==> config.mk <==
export PLATFORM = sky130hd
export DESIGN_NAME = sram_arbiter
export DESIGN_NICKNAME = d
export VERILOG_FILES = /design/src/rtl/sram_arbiter_pkg.sv /design/src/rtl/sram_arbiter.sv
export SDC_FILE = /design/constraint.sdc
export NUM_CORES = 1
export LEC_CHECK = 0
export ABC_AREA = 1
export CAP_MARGIN = 20
export CORE_MARGIN = 10
export CORE_UTILIZATION = 48
export DETAILED_ROUTE_END_ITERATION = 10
export PLACE_DENSITY = 0.85
export SYNTH_ARGS = -nofsm -noshare
export SYNTH_HDL_FRONTEND = slang
export SYNTH_SLANG_ARGS = --single-unit
==> constraint.sdc <==
create_clock -name clk_25 -period 2.7 [get_ports clk_25]
set_input_delay 0.405 -clock clk_25 [delete_from_list [all_inputs] [get_ports clk_25]]
set_output_delay 0.405 -clock clk_25 [all_outputs]
set_load 0.01 [all_outputs]
==> src/rtl/sram_arbiter_pkg.sv <==
// Shared types and widths for the SRAM arbiter.
// Latency: n/a (declarations only).
// Backpressure: n/a.
package sram_arbiter_pkg;

    localparam int SRAM_AW = 21;
    localparam int SRAM_DW = 8;

    typedef enum logic [1:0] {
        IDLE = 2'd0,
        ACC  = 2'd1,
        DONE = 2'd2
    } state_t;

endpackage

==> src/rtl/sram_arbiter.sv <==
// Arbitrates one async SRAM between a CPU port and a loader download stream.
// Latency: cpu_ack in the DONE cycle, ACCESS_CYC+1 clocks after the grant cycle.
// Backpressure: loader held by ioctl_wait while a captured byte is unwritten; CPU waits for cpu_ack.
//
// Ports: clk_25/reset_n; cpu_* request/ack port; ioctl_* loader bus with ioctl_wait stall;
// SRAM_* external SRAM pins (tristate resolved by the parent).
module sram_arbiter
    import sram_arbiter_pkg::*;
#(
    parameter int unsigned        ACCESS_CYC = 2,
    parameter logic [7:0]         DL_INDEX   = 8'h00,
    parameter logic [SRAM_AW-1:0] DL_BASE    = 21'h000000
) (
    input  logic               clk_25,
    input  logic               reset_n,
    input  logic               cpu_req,
    input  logic               cpu_we,
    input  logic [SRAM_AW-1:0] cpu_addr,
    input  logic [SRAM_DW-1:0] cpu_din,
    output logic [SRAM_DW-1:0] cpu_dout,
    output logic               cpu_ack,
    input  logic               ioctl_download,
    input  logic               ioctl_wr,
    input  logic [24:0]        ioctl_addr,
    input  logic [7:0]         ioctl_dout,
    input  logic [7:0]         ioctl_index,
    output logic               ioctl_wait,
    output logic [SRAM_AW-1:0] SRAM_A,
    output logic [SRAM_DW-1:0] SRAM_D_out,
    input  logic [SRAM_DW-1:0] SRAM_D_in,
    output logic               SRAM_D_oe,
    output logic               SRAM_WE_n
);

    // Counter is loaded on grant and reaches zero in the last ACC cycle.
    localparam logic [3:0] ACC_LOAD = 4'(ACCESS_CYC - 1);

    state_t             state, state_nxt;
    logic [3:0]         acc_cnt;

    logic               hold_vld;
    logic [SRAM_AW-1:0] hold_addr;
    logic [SRAM_DW-1:0] hold_dat;

    // Attributes of the cycle currently on the SRAM bus.
    logic               cyc_we;
    logic               cyc_dl;

    logic               dl_capture;
    logic               grant_dl;
    logic               grant_cpu;
    logic               acc_last;

    assign dl_capture = ioctl_wr && ioctl_download && (ioctl_index == DL_INDEX)
                        && (ioctl_addr[24:21] == 4'd0);
    assign grant_dl   = (state == IDLE) && hold_vld;
    // A CPU request is only considered when no download byte is pending.
    assign grant_cpu  = (state == IDLE) && !hold_vld && cpu_req && !ioctl_download;
    assign acc_last   = (state == ACC) && (acc_cnt == 4'd0);

    always_ff @(posedge clk_25 or negedge reset_n) begin
        if (!reset_n) begin
            state <= IDLE;
        end else begin
            state <= state_nxt;
        end
    end

    always_comb begin
        state_nxt = state;
        SRAM_WE_n = 1'b1;
        SRAM_D_oe = 1'b0;
        cpu_ack   = 1'b0;
        case (state)
            IDLE: begin
                if (grant_dl || grant_cpu) state_nxt = ACC;
            end
            ACC: begin
                SRAM_D_oe = cyc_we;
                // First ACC cycle sets up address/data before the strobe falls.
                SRAM_WE_n = !(cyc_we && (acc_cnt != ACC_LOAD));
                if (acc_cnt == 4'd0) state_nxt = DONE;
            end
            DONE: begin
                SRAM_D_oe = cyc_we;
                cpu_ack   = !cyc_dl;
                state_nxt = IDLE;
            end
            default: state_nxt = IDLE;
        endcase
    end

    always_ff @(posedge clk_25 or negedge reset_n) begin
        if (!reset_n) begin
            acc_cnt    <= 4'd0;
            hold_vld   <= 1'b0;
            hold_addr  <= '0;
            hold_dat   <= '0;
            cyc_we     <= 1'b0;
            cyc_dl     <= 1'b0;
            SRAM_A     <= '0;
            SRAM_D_out <= '0;
            cpu_dout   <= '0;
            ioctl_wait <= 1'b0;
        end else begin
            if (grant_dl || grant_cpu) begin
                acc_cnt    <= ACC_LOAD;
                cyc_dl     <= grant_dl;
                cyc_we     <= grant_dl || cpu_we;
                SRAM_A     <= grant_dl ? hold_addr : cpu_addr;
                SRAM_D_out <= grant_dl ? hold_dat  : cpu_din;
            end else if (state == ACC && acc_cnt != 4'd0) begin
                acc_cnt <= acc_cnt - 4'd1;
            end

            // Grant empties the hold; a same-cycle capture refills it.
            if (grant_dl) hold_vld <= 1'b0;
            if (dl_capture) begin
                hold_vld  <= 1'b1;
                hold_addr <= DL_BASE + ioctl_addr[SRAM_AW-1:0];
                hold_dat  <= ioctl_dout;
            end

            if (acc_last && !cyc_we) cpu_dout <= SRAM_D_in;

            // Stall stays up while any captured byte is still unwritten.
            if (dl_capture) begin
                ioctl_wait <= 1'b1;
            end else if (state == DONE && cyc_dl && !hold_vld) begin
                ioctl_wait <= 1'b0;
            end
        end
    end

endmodule

## Yosys cells after proc, flatten, opt, wreduce, memory -nomap -nowiden

Cells that the tools add are included.

| cells by class | value |
|---|---|
| add/sub/neg operators | 1 |
| eq/ne operators | 5 |
| mux-type cells | 14 |
| reduce and logical (&&, ||, !) cells | 30 |

Operators with widths:

| cell | count |
|---|---|
| $mux 21 | 1 |
| $logic_and 1x1->1 | 13 |
| $logic_not 4->1 | 2 |
| $logic_not 8->1 | 1 |
| $mux 4 | 2 |
| $mux 8 | 1 |
| $mux 1 | 7 |
| $reduce_bool 2->1 | 3 |
| $logic_not 1->1 | 5 |
| $mux 2 | 2 |
| $ne 2x1->1 const B | 2 |
| $ne 4x1->1 const B | 1 |
| $pmux 2 s2 | 1 |
| $reduce_bool 4->1 | 1 |
| $sub 4x1->4 const B | 1 |
| $eq 2x1->1 const B | 1 |
| $eq 2x2->1 const B | 1 |
| $logic_not 2->1 | 1 |
| $logic_or 1x1->1 | 2 |
| $reduce_and 2->1 | 1 |
| $reduce_or 2->1 | 1 |

| word-level totals | value |
|---|---|
| register bits | 76 |
| input bits | 84 |
| output and inout port bits | 41 |
| logic and storage cells | 61 |

## Depth between registers and ports, before layout

| logic depth | value |
|---|---|
| depth in word-level cells | 7 |
| mapped depth | 9 |
| gate-level depth less buffers | 9 |

## Worst setup path before layout

Ideal clock, no wire load.

| timing | value |
|---|---|
| path kind | reg2reg |
| start | register state[0] |
| end | register SRAM_A[10] |
| setup time | 0.123 ns |
| data arrival time | 1.346 ns |
| required time | 2.577 ns |
| path slack | 1.231 ns |
| cell stages (with the launch flop) | 9 |
| buffers on the path | 2 |
| period minus slack after synthesis | 1.469 ns |
| path through | dfrtp_1 > inv_1 > ha_1 > nand2_2 > inv_2 > buf_4 > buf_6 > nor3_1 > nor3_2 |

| between the ends | value |
|---|---|
| cells in the longest elaborated chain, start to end | 5 |
| elaborated cells on any way between the ends | 7 |
| those cells by class | mux (1); reduce/logical (6) |

RTL lines:

| item | line | source |
|---|---|---|
| start: declaration | sram_arbiter.sv:38 | `state_t state, state_nxt;` |
| start signal: assignment | sram_arbiter.sv:65 | `state <= state_nxt;` |
| $logic_not 2->1 (*) | sram_arbiter.sv:56, sram_arbiter.sv:58 |  |
| $logic_and 1x1->1 (3 in a row) | sram_arbiter.sv:58 | `assign grant_cpu = (state == IDLE) && !hold_vld && cpu_req && !ioctl_download;` |
| $logic_or 1x1->1 | sram_arbiter.sv:106 | `if (grant_dl \|\| grant_cpu) begin` |
| end signal: assignment | sram_arbiter.sv:110 | `SRAM_A <= grant_dl ? hold_addr : cpu_addr;` |
| end: declaration | sram_arbiter.sv:28 | `output logic [SRAM_AW-1:0] SRAM_A,` |

Every way passes the cells marked *; elsewhere a longest branch is shown, timed or not.
A chain may end at the register's enable or synchronous reset.

## Worst setup path after layout

| timing | value |
|---|---|
| start | register state[0] |
| end | output port SRAM_D_oe |

| between the ends | value |
|---|---|
| cells in the longest elaborated chain, start to end | 3 |
| elaborated cells on any way between the ends | 4 |
| those cells by class | eq/ne (2); mux (1); reduce/logical (1) |

RTL lines:

| item | line | source |
|---|---|---|
| $eq 2x1->1 or $eq 2x2->1 (tied branches) | sram_arbiter.sv:74 | `case (state)` |
| $reduce_or 2->1 (no source line) (*) | n/a |  |
| $mux 1 (*) | sram_arbiter.sv:74 |  |
| end: declaration | sram_arbiter.sv:31 | `output logic SRAM_D_oe,` |

Marked as above.

==> metrics.txt <==
status complete, no violations; most common cell in the netlist nand2_1; Max Clock Skew between 7 and 8 ps; Yosys reg bits 76; Layout Utilization between 70 and 80%; share of cells above drive strength 1 roughly 7.4%; Synth cell types 20; DP Worst Slack slightly below 600 ps; Resized cells post-CTS 0; CTS tree built; Iter 0 DRT Violations between 100 and 150; CTS max path bufs 2; DP HPWL 7090 µm; RD Place Congestion 0.792; initial antenna violation count 0; Worst setup SP type flip-flop; H-tree Lvls 3; Final period util 78.8%; I/O Buffers 124; Total GRT Usage 17.8%; PnR Total Power 4.26 mW; Layout Cells excl Fill approximately 630; Clock Latency Late Sink 340 ps; Mapped Nets 496; Horiz. Die Dim 105 µm; # DRC 0; Syn Area/Cell 8.55 µm²; Final Hold Fails 0; post-placement cell count 610; post-synthesis instance total 405; WL/cell 15.5 µm; CP Capture Type primary output; Synth async-reset ratio 100%; number of global-route vias before repair 3,196; Worst VDD drop 0.000480 V; Setup Buffers After CTS 0; slew of the pin with the lowest slew margin around 940 ps; top-area cell type share of the netlist area a little over half; vias per inst 4.94; Max Slew Vio Count 0; Power per Cell Area roughly 860 nW/µm²; post-synthesis sequential area ratio 54.9%; Final Worst Setup Slack 572 ps; clock transition at the registers of the reported paths 80 ps; post-synth top area cell dfrtp_1; mapped cell area 3460 µm²; number of flops mapped to enable cells by yosys 0; fin crit period between 2000 and 2500 ps; WP data required 2300 ps; Hold Crit Class input port to async pin; Slew HR 37.0%; cts hold-fix bufs 0; setup TNS 0 ps; worst reg2reg startpoint state[0]; Synth Flop Type dfrtp_1; Synth top cells by count 94 x nand2_1, 76 x dfrtp_1, 72 x nor2_1; total leakage power 2.38 nW; routed vias 3,093; core area roughly 6900 µm²; CTS Buf Count 9; row count 30; pin count of the biggest net entering global routing 77; endpoints failing setup 0; Crit Path Category flip-flop to primary output; Max Cap Violations 0; fmax 470 MHz; Routed Antenna Nets 0; total grt overflow 0; chip height between 100 and 150 µm; Synthesis Warnings 0; Hold Slack ~180 ps; die footprint 11,000 µm²; top cells by area, synth dfrtp_1 55%, nand2_1 10%, nor2_1 7.8%; Initial Utilization 50.1%; clk root buf clkbuf_8; unrepaired setup endpoints after global routing no; first-pass GRT wire length around 16,000 µm; diode count 0; CP Max Fanout 3; clock sinks 76; P&R area growth vs syn 43.7%; Design Area, Final about 5000 µm²; drt total wl 9690 µm; first drt pass iteration count 4; Crit path arrival time 1720 ps; crit path from state[0]; Boundary Pins 125; Nets 616; Placed Area 4760 µm²
-- area by class of cell --
cell class	instances	area, µm²
clock inverters	6	88.8
inverters	22	82.6
flip-flops and latches	76	1900
repair buffers	131	1300
well taps	96	120
multi-input cells	285	1350
clock buffers	10	128
fillers	545	1930
-- power breakdown --
part	total, mW	internal, mW	switching, mW
clock	0.931	0.521	0.411
sequential	1.66	1.46	0.194
combinational	1.67	0.890	0.780
-- per-layer routing --
layer  share of wire, %  global-route usage (%)  up-vias
met3                6.7                    5.10       10
met4                1.0                    4.71        0
met2                 49                    29.9      111
met5                  0                       0        -
li1                   -                       -     1534
met1                 43                    21.8     1438
-- path summary, 6_finish.rpt --
path / endpoint / slack [ps] / depth (start not counted)
worst max-delay path: SRAM_D_oe / 570 / 5
worst min-delay path: SRAM_A[14] / 180 / 1
worst max register to register: SRAM_A[10] / 730 / 8
worst min register to register: hold_dat[1] / 480 / 2
max in group asynchronous: hold_addr[19] / 1880 / 1
min in group clk_25: hold_dat[1] / 480 / 2
-- kinds of logic (layout without fill, tap and decap cells) --
kind of cell	count (synthesis)	count (layout)	synth area share, %
xor+xnor	1	1	0.253
buf+inv	44	169	6.21
flops	76	76	54.9
compound gates	14	14	2.10
fa+ha+maj	7	7	2.53
simple gates	263	263	34.0
-- worst max-delay path, stage by stage, from the launching register on --
cell             delay, ps
dfrtp_1                380
inv_1                   90
ha_1                   290
nand2_1                 50
inv_1                   50
clkdlybuf4s50_1        530
-- cells in the final DEF (no fill, tap or decap) --
cell and instances:
nand4_1 1, nor3_1 48, nand3_1 35, inv_2 1, ha_1 7, o21ai_0 13, nand3_2 1, inv_1 21
nor2_1 70, o31ai_1 1, nor3_2 10, clkbuf_8 9, buf_4 7, nor2_2 2, bufinv_16 2, clkinv_4 1
dfrtp_1 76, nor3_4 1, nand2_2 1, clkbuf_1 1, clkdlybuf4s50_1 123, nand2_1 94, clkinv_2 1, buf_12 1
clkinvlp_4 2, xor2_1 1
-- state kept, by name, indices dropped and copies added (netlist names) --
signal	count
state	2
SRAM_A	21
hold_addr	21
acc_cnt	4
cyc_we	1
cpu_dout	8
cyc_dl	1
hold_dat	8
SRAM_D_out	8
hold_vld	1
ioctl_wait	1
Power figures use the tool's default switching activity.
